[src/rtl/fetch_unit.sv]
// ============================================================================
// Module      : fetch_unit
// Description : Three-stage instruction fetch front end (PC, memory read,
//               decoded output register) with stall, branch redirect and HALT.
//               Optional accepted-instruction counter: define FETCH_PERF_CNT_EN.
// Revision    : 1.0 - initial release
// ============================================================================
`default_nettype none

module fetch_unit #(
    parameter int PC_W = 8
) (
    input  logic            clk,
    input  logic            reset,
    input  logic            start,
    input  logic [PC_W-1:0] start_addr,
    output logic [PC_W-1:0] imem_addr,
    input  logic [15:0]     imem_rdata,
    input  logic            stall,
    input  logic            branch_taken,
    input  logic [PC_W-1:0] branch_target,
    output logic [3:0]      opcode,
    output logic [1:0]      format,
    output logic            imm_flag,
    output logic [8:0]      operand,
    output logic            instr_valid,
    output logic [PC_W-1:0] pc_out,
    output logic            halted,
    output logic            done,
    output logic [15:0]     instr_count
);

    typedef enum logic [1:0] {
        IDLE = 2'd0,
        RUN  = 2'd1,
        HALT = 2'd2
    } state_t;

    localparam logic [3:0]      C_OP_HALT = 4'b1110;
    localparam logic [PC_W-1:0] C_PC_ONE  = {{(PC_W-1){1'b0}}, 1'b1};

    state_t          r_state;
    state_t          w_state_nxt;
    logic [PC_W-1:0] r_pc;
    logic [PC_W-1:0] r_fetch_addr;
    logic            r_rd_valid;
    logic [15:0]     r_instr;
    logic            r_instr_valid;
    logic [PC_W-1:0] r_pc_out;
    logic            r_done;

    logic w_run;
    logic w_advance;
    logic w_accept;
    logic w_halt_accept;
    logic w_redirect;
    logic w_launch;

    assign w_run         = (r_state == RUN);
    assign w_advance     = w_run && !stall;
    assign w_accept      = w_advance && r_instr_valid;
    assign w_halt_accept = w_accept && (r_instr[15:12] == C_OP_HALT);
    // A halting instruction wins over a branch presented in the same cycle.
    assign w_redirect    = w_advance && branch_taken && !w_halt_accept;
    assign w_launch      = start && !w_run;

    always_ff @(posedge clk) begin
        if (reset) begin
            r_state <= IDLE;
        end else begin
            r_state <= w_state_nxt;
        end
    end

    always_comb begin
        w_state_nxt = r_state;
        case (r_state)
            IDLE:    if (start)         w_state_nxt = RUN;
            RUN:     if (w_halt_accept) w_state_nxt = HALT;
            HALT:    if (start)         w_state_nxt = RUN;
            default: w_state_nxt = IDLE;
        endcase
    end

    always_ff @(posedge clk) begin
        if (reset) begin
            r_pc          <= '0;
            r_fetch_addr  <= '0;
            r_rd_valid    <= 1'b0;
            r_instr       <= '0;
            r_instr_valid <= 1'b0;
            r_pc_out      <= '0;
            r_done        <= 1'b0;
        end else begin
            r_done <= w_halt_accept;
            if (w_launch) begin
                r_pc          <= start_addr;
                r_rd_valid    <= 1'b0;
                r_instr_valid <= 1'b0;
            end else if (w_halt_accept) begin
                r_rd_valid    <= 1'b0;
                r_instr_valid <= 1'b0;
            end else if (w_advance) begin
                r_pc          <= w_redirect ? branch_target : (r_pc + C_PC_ONE);
                r_fetch_addr  <= r_pc;
                r_rd_valid    <= !w_redirect;
                r_instr_valid <= r_rd_valid && !w_redirect;
                // Keep the decode fields stable while no word is in flight.
                if (r_rd_valid) begin
                    r_instr  <= imem_rdata;
                    r_pc_out <= r_fetch_addr;
                end
            end
        end
    end

    // While stalled, re-read the word held in the read stage so it is re-presented.
    assign imem_addr = (w_run && stall) ? r_fetch_addr : r_pc;

    assign opcode      = r_instr[15:12];
    assign format      = r_instr[11:10];
    assign imm_flag    = r_instr[9];
    assign operand     = r_instr[8:0];
    assign instr_valid = r_instr_valid;
    assign pc_out      = r_pc_out;
    assign halted      = (r_state == HALT);
    assign done        = r_done;

`ifdef FETCH_PERF_CNT_EN
    logic [15:0] r_instr_count;

    always_ff @(posedge clk) begin
        if (reset) begin
            r_instr_count <= '0;
        end else if (w_accept && (r_instr_count != 16'hFFFF)) begin
            r_instr_count <= r_instr_count + 16'd1;
        end
    end

    assign instr_count = r_instr_count;
`else
    assign instr_count = 16'd0;
`endif

endmodule

`default_nettype wire

[config.mk]
export PLATFORM = sky130hd
export DESIGN_NAME = fetch_unit
export DESIGN_NICKNAME = d
export VERILOG_FILES = /design/src/rtl/fetch_unit.sv
export SDC_FILE = /design/constraint.sdc
export NUM_CORES = 1
export LEC_CHECK = 0
export ABC_AREA = 1
export BUFFER_PORTS_ARGS = -buffer_cell sky130_fd_sc_hd__buf_2
export CAP_MARGIN = 20
export CORE_MARGIN = 4
export CORE_UTILIZATION = 49
export CTS_CLUSTER_DIAMETER = 30
export DETAILED_ROUTE_END_ITERATION = 10
export GPL_TIMING_DRIVEN = 0
export MAX_ROUTING_LAYER = met4
export PLACE_DENSITY = 0.81
export SYNTH_ARGS = -nofsm -noshare
export SYNTH_HDL_FRONTEND = slang
export SYNTH_SLANG_ARGS = --single-unit
[constraint.sdc]
create_clock -name clk -period 1.9 [get_ports clk]
set_clock_uncertainty 0.1 [all_clocks]
set_input_delay 0.285 -clock clk [delete_from_list [all_inputs] [get_ports clk]]
set_output_delay 0.285 -clock clk [all_outputs]
set_load 0.005 [all_outputs]
==> key figures <==
Run status
  – Status: finished clean

Power and ir drop
  – Max VDD drop: between 0.4 and 0.5 mV
  – Total power: approximately 2.2 mW
  – Pleak: between 1 and 1.5 nW
  – Pwr dens: about 750 nW/um^2

Hold path
  – Hold path cells: 3
  – Hold Path Class: in -> reg
  – Hold path start: imem_rdata[13]
  – Min-Delay Endpoint: r_instr[13]

Yosys
  – Yosys Warn Count: 0
  – Synth cell count leaders: nand2_1, dfxtp_1, a21oi_1, nand3_1
  – Largest family of logic cells by synthesized area: simple AND/OR/NAND/NOR gates
  – Yosys top cell area share: 0.385
  – Synth Area in XOR/XNOR: 0.0112
  – Cell area after synthesis: approximately 2300 um^2
  – Most frequent cell after synthesis: nand2_1
  – Mux cell area share after synthesis: 0
  – Ys async rst share: 0
  – Post-Syn Instances: 325
  – Flops & latches, synth: 45
  – Biggest area consumer among synthesized cells: dfxtp_1
  – Top post-synthesis cells by area: dfxtp_1, nand2_1, a21oi_1
  – Simple-Gate Fraction of Synth Area: 0.317
  – Post-synth top flop: dfxtp_1
  – Sequential share of the synthesized area: 0.385
  – Syn avg cell area: between 7 and 8 um^2
  – Synth Area in Compound Gates: 0.145
  – Number of synthesized flops with an enable pin: 0
  – Post-synthesis adder-cell area fraction: 0.00535
  – Distinct cells, synth: 32

Layout
  – Layout Utilization: 0.657
  – Design Area, Final: approximately 2900 um^2
  – Area of the multi-input gates: approximately 1200 um^2
  – Post-Layout Cell Count: between 400 and 500
  – Layout Nets: between 400 and 500
  – Area occupied by registers: around 900 um^2
  – Layout cells sized above 1: 0.316
  – Ant diodes: 0
  – # fillers: a little under 400
  – P&R area growth vs syn: 25.7%

Clock tree
  – Depth of the CTS H-tree: 2
  – CTS Sinks: 45
  – Largest buffer count on any clock path: 2
  – CTS tree: done
  – Postcts setup bufs: 0
  – Worst skew pair latency: approximately 0.3 ns
  – Hold-fix buffer count after cts: 0
  – Root Buffer: clkbuf_8
  – CTS Buf Count: 5
  – Clk pin slew, worst setup/hold paths: 0.08 ns

Floorplan
  – Initial core utilization: 0.522
  – Die Y: 77.1 um
  – Num ports: between 80 and 90
  – Area of the core: roughly 4500 um^2
  – Die ar.: about 5900 um^2
  – Rows: 24
  – Die boundary width: approximately 77 um

STA
  – Pins Over Slew Limit: 0
  – Unrepaired setup endpoints after global routing: no
  – Worst-Margin Slew: 0.505 ns
  – Final period util: 0.944
  – Final setup margin: 0.107 ns
  – Final hold vios: 0
  – Setup TNS: 0 ns
  – Final setup vio count: 0
  – Crit path time final: 1.79 ns
  – Highest clock rate: ~0.56 GHz
  – Final hold slack: between 0.09 and 0.1 ns
  – Slew HR: 0.663

Placement
  – I/O Buffers: 70
  – Post-Place Cells: 462
  – Area after DPL: 2810 um^2
  – GP Congestion: 0.862
  – Dpl ws: ~0.12 ns
  – DP Wirelength: 4.20 mm

Routing
  – WL per Instance: roughly 12 um
  – Number of DRC markers in iteration 0: between 100 and 150
  – Routed wire length: 5.49 mm
  – # DRC: 0
  – Pre-Repair DR Iteration Count: 4
  – Final ANT Viol Nets: 0
  – Routed vias: between 2000 and 2500
  – Via density: 4.84

Worst setup path
  – Critical path's top delay family: buffers and inverters
  – CP Max Fanout: 10
  – Crit path capture type: output port
  – Crit-path cells: inv_2, nand2_4, inv_2, nand2_4, buf_6, o21ai_1, buf_2
  – Worst path max stage delay: around 0.32 ns
  – Worst EP required: about 1.5 ns
  – FF-to-FF setup slack: 0.43 ns
  – CP max stage cell: dfxtp_1
  – Worst path arrival time: between 1 and 1.5 ns
  – R2R cell count: 7
  – Worst setup SP type: register
  – Worst reg2reg path startpoint: r_state[1]
  – CP Buf/Inv Count: 4
  – Reg2reg end: r_state[0]
  – Critical path type: reg -> out

GRT
  – Initial antenna violation count: 0
  – GRT overflow: 0
  – Largest net degree at the start of global routing: 15
  – Vias in the first global route: 2103
  – First-pass GRT wire length: about 9.4 mm
  – GRT Util Overall: 0.195

Run
  – Total of max-cap violations: 0
## power breakdown
part | switching, mW | internal, mW
logic | 0.252 | 0.186
clock network | 0.340 | 0.395
registers | 0.0493 | 0.995
total | 0.641 | 1.58
## worst max-delay path by stage
stage | startpoint | endpoint | slack, ns | depth (start not counted)
global route | r_state[1] | imem_addr[5] | 0.04 | 8
global placement | r_state[0] | imem_addr[7] | 0.16 | 6
finish | r_state[1] | imem_addr[7] | 0.11 | 7
detailed placement | r_state[0] | imem_addr[0] | 0.12 | 6
CTS | r_state[1] | imem_addr[3] | 0.02 | 7
floorplan | r_state[0] | imem_addr[0] | 0.47 | 5
## per-layer routing
metal,up-vias,track usage,part of all wire
li1,1203,-,-
met1,993,0.252,0.45
met3,8,0.0328,0.069
met4,0,0.0534,0.011
met2,70,0.315,0.47
met5,-,-,0
## final cells by class
cell class | instances | share of cell area
buffer | 31 | 0.0728
clock buffer | 6 | 0.0247
clock inverter | 2 | 0.0132
inverter | 29 | 0.0370
multi-input combinational | 235 | 0.403
sequential | 45 | 0.308
tap | 52 | 0.0221
timing repair buffer | 70 | 0.119
## what timing repair did
action	4_1_cts	5_1_grt
endpoints found under the setup margin	8	8
resized for setup	9	6
cloned	0	0
## flip-flops by register name, indices dropped and copies added, names as in the netlist
register	flops
r_instr	16
r_pc	8
r_rd_valid	1
r_fetch_addr	8
r_state	2
instr_valid	1
done	1
pc_out	8
## cells in the final DEF (no fill, tap or decap)
master / count
nand3_2: 1
nand4_4: 1
nand2_1: 73
nand3_4: 2
bufinv_16: 1
nor2_2: 8
nand3b_1: 1
or2_2: 1
nor2_4: 1
clkinv_4: 1
buf_6: 3
clkinv_1: 6
buf_2: 76
nand3_1: 37
nor2_8: 1
nand2_4: 3
o31ai_1: 1
xor2_1: 2
ha_1: 1
nand4_1: 2
o21ai_1: 8
conb_1: 16
buf_4: 18
o21bai_1: 2
clkbuf_1: 5
inv_2: 4
o21ai_0: 11
a21oi_1: 37
nand2_2: 1
clkbuf_8: 5
xnor2_1: 1
a21oi_2: 4
dfxtp_1: 44
dfxtp_4: 1
inv_1: 19
nor2_1: 20
## cell families (layout without fill, tap and decap cells)
group	after synthesis	count (layout)
xor+xnor	3	3
buf+inv	60	138
flops	45	45
simple gates	152	152
fa+ha+maj	1	1
compound gates	63	63
other cells	1	16
## tightest hold or removal path, cell delays in order
cell,delay (ns)
buf_2,0.08
o21ai_1,0.06
inv_1,0.05
(Power assumes the default switching activity.)
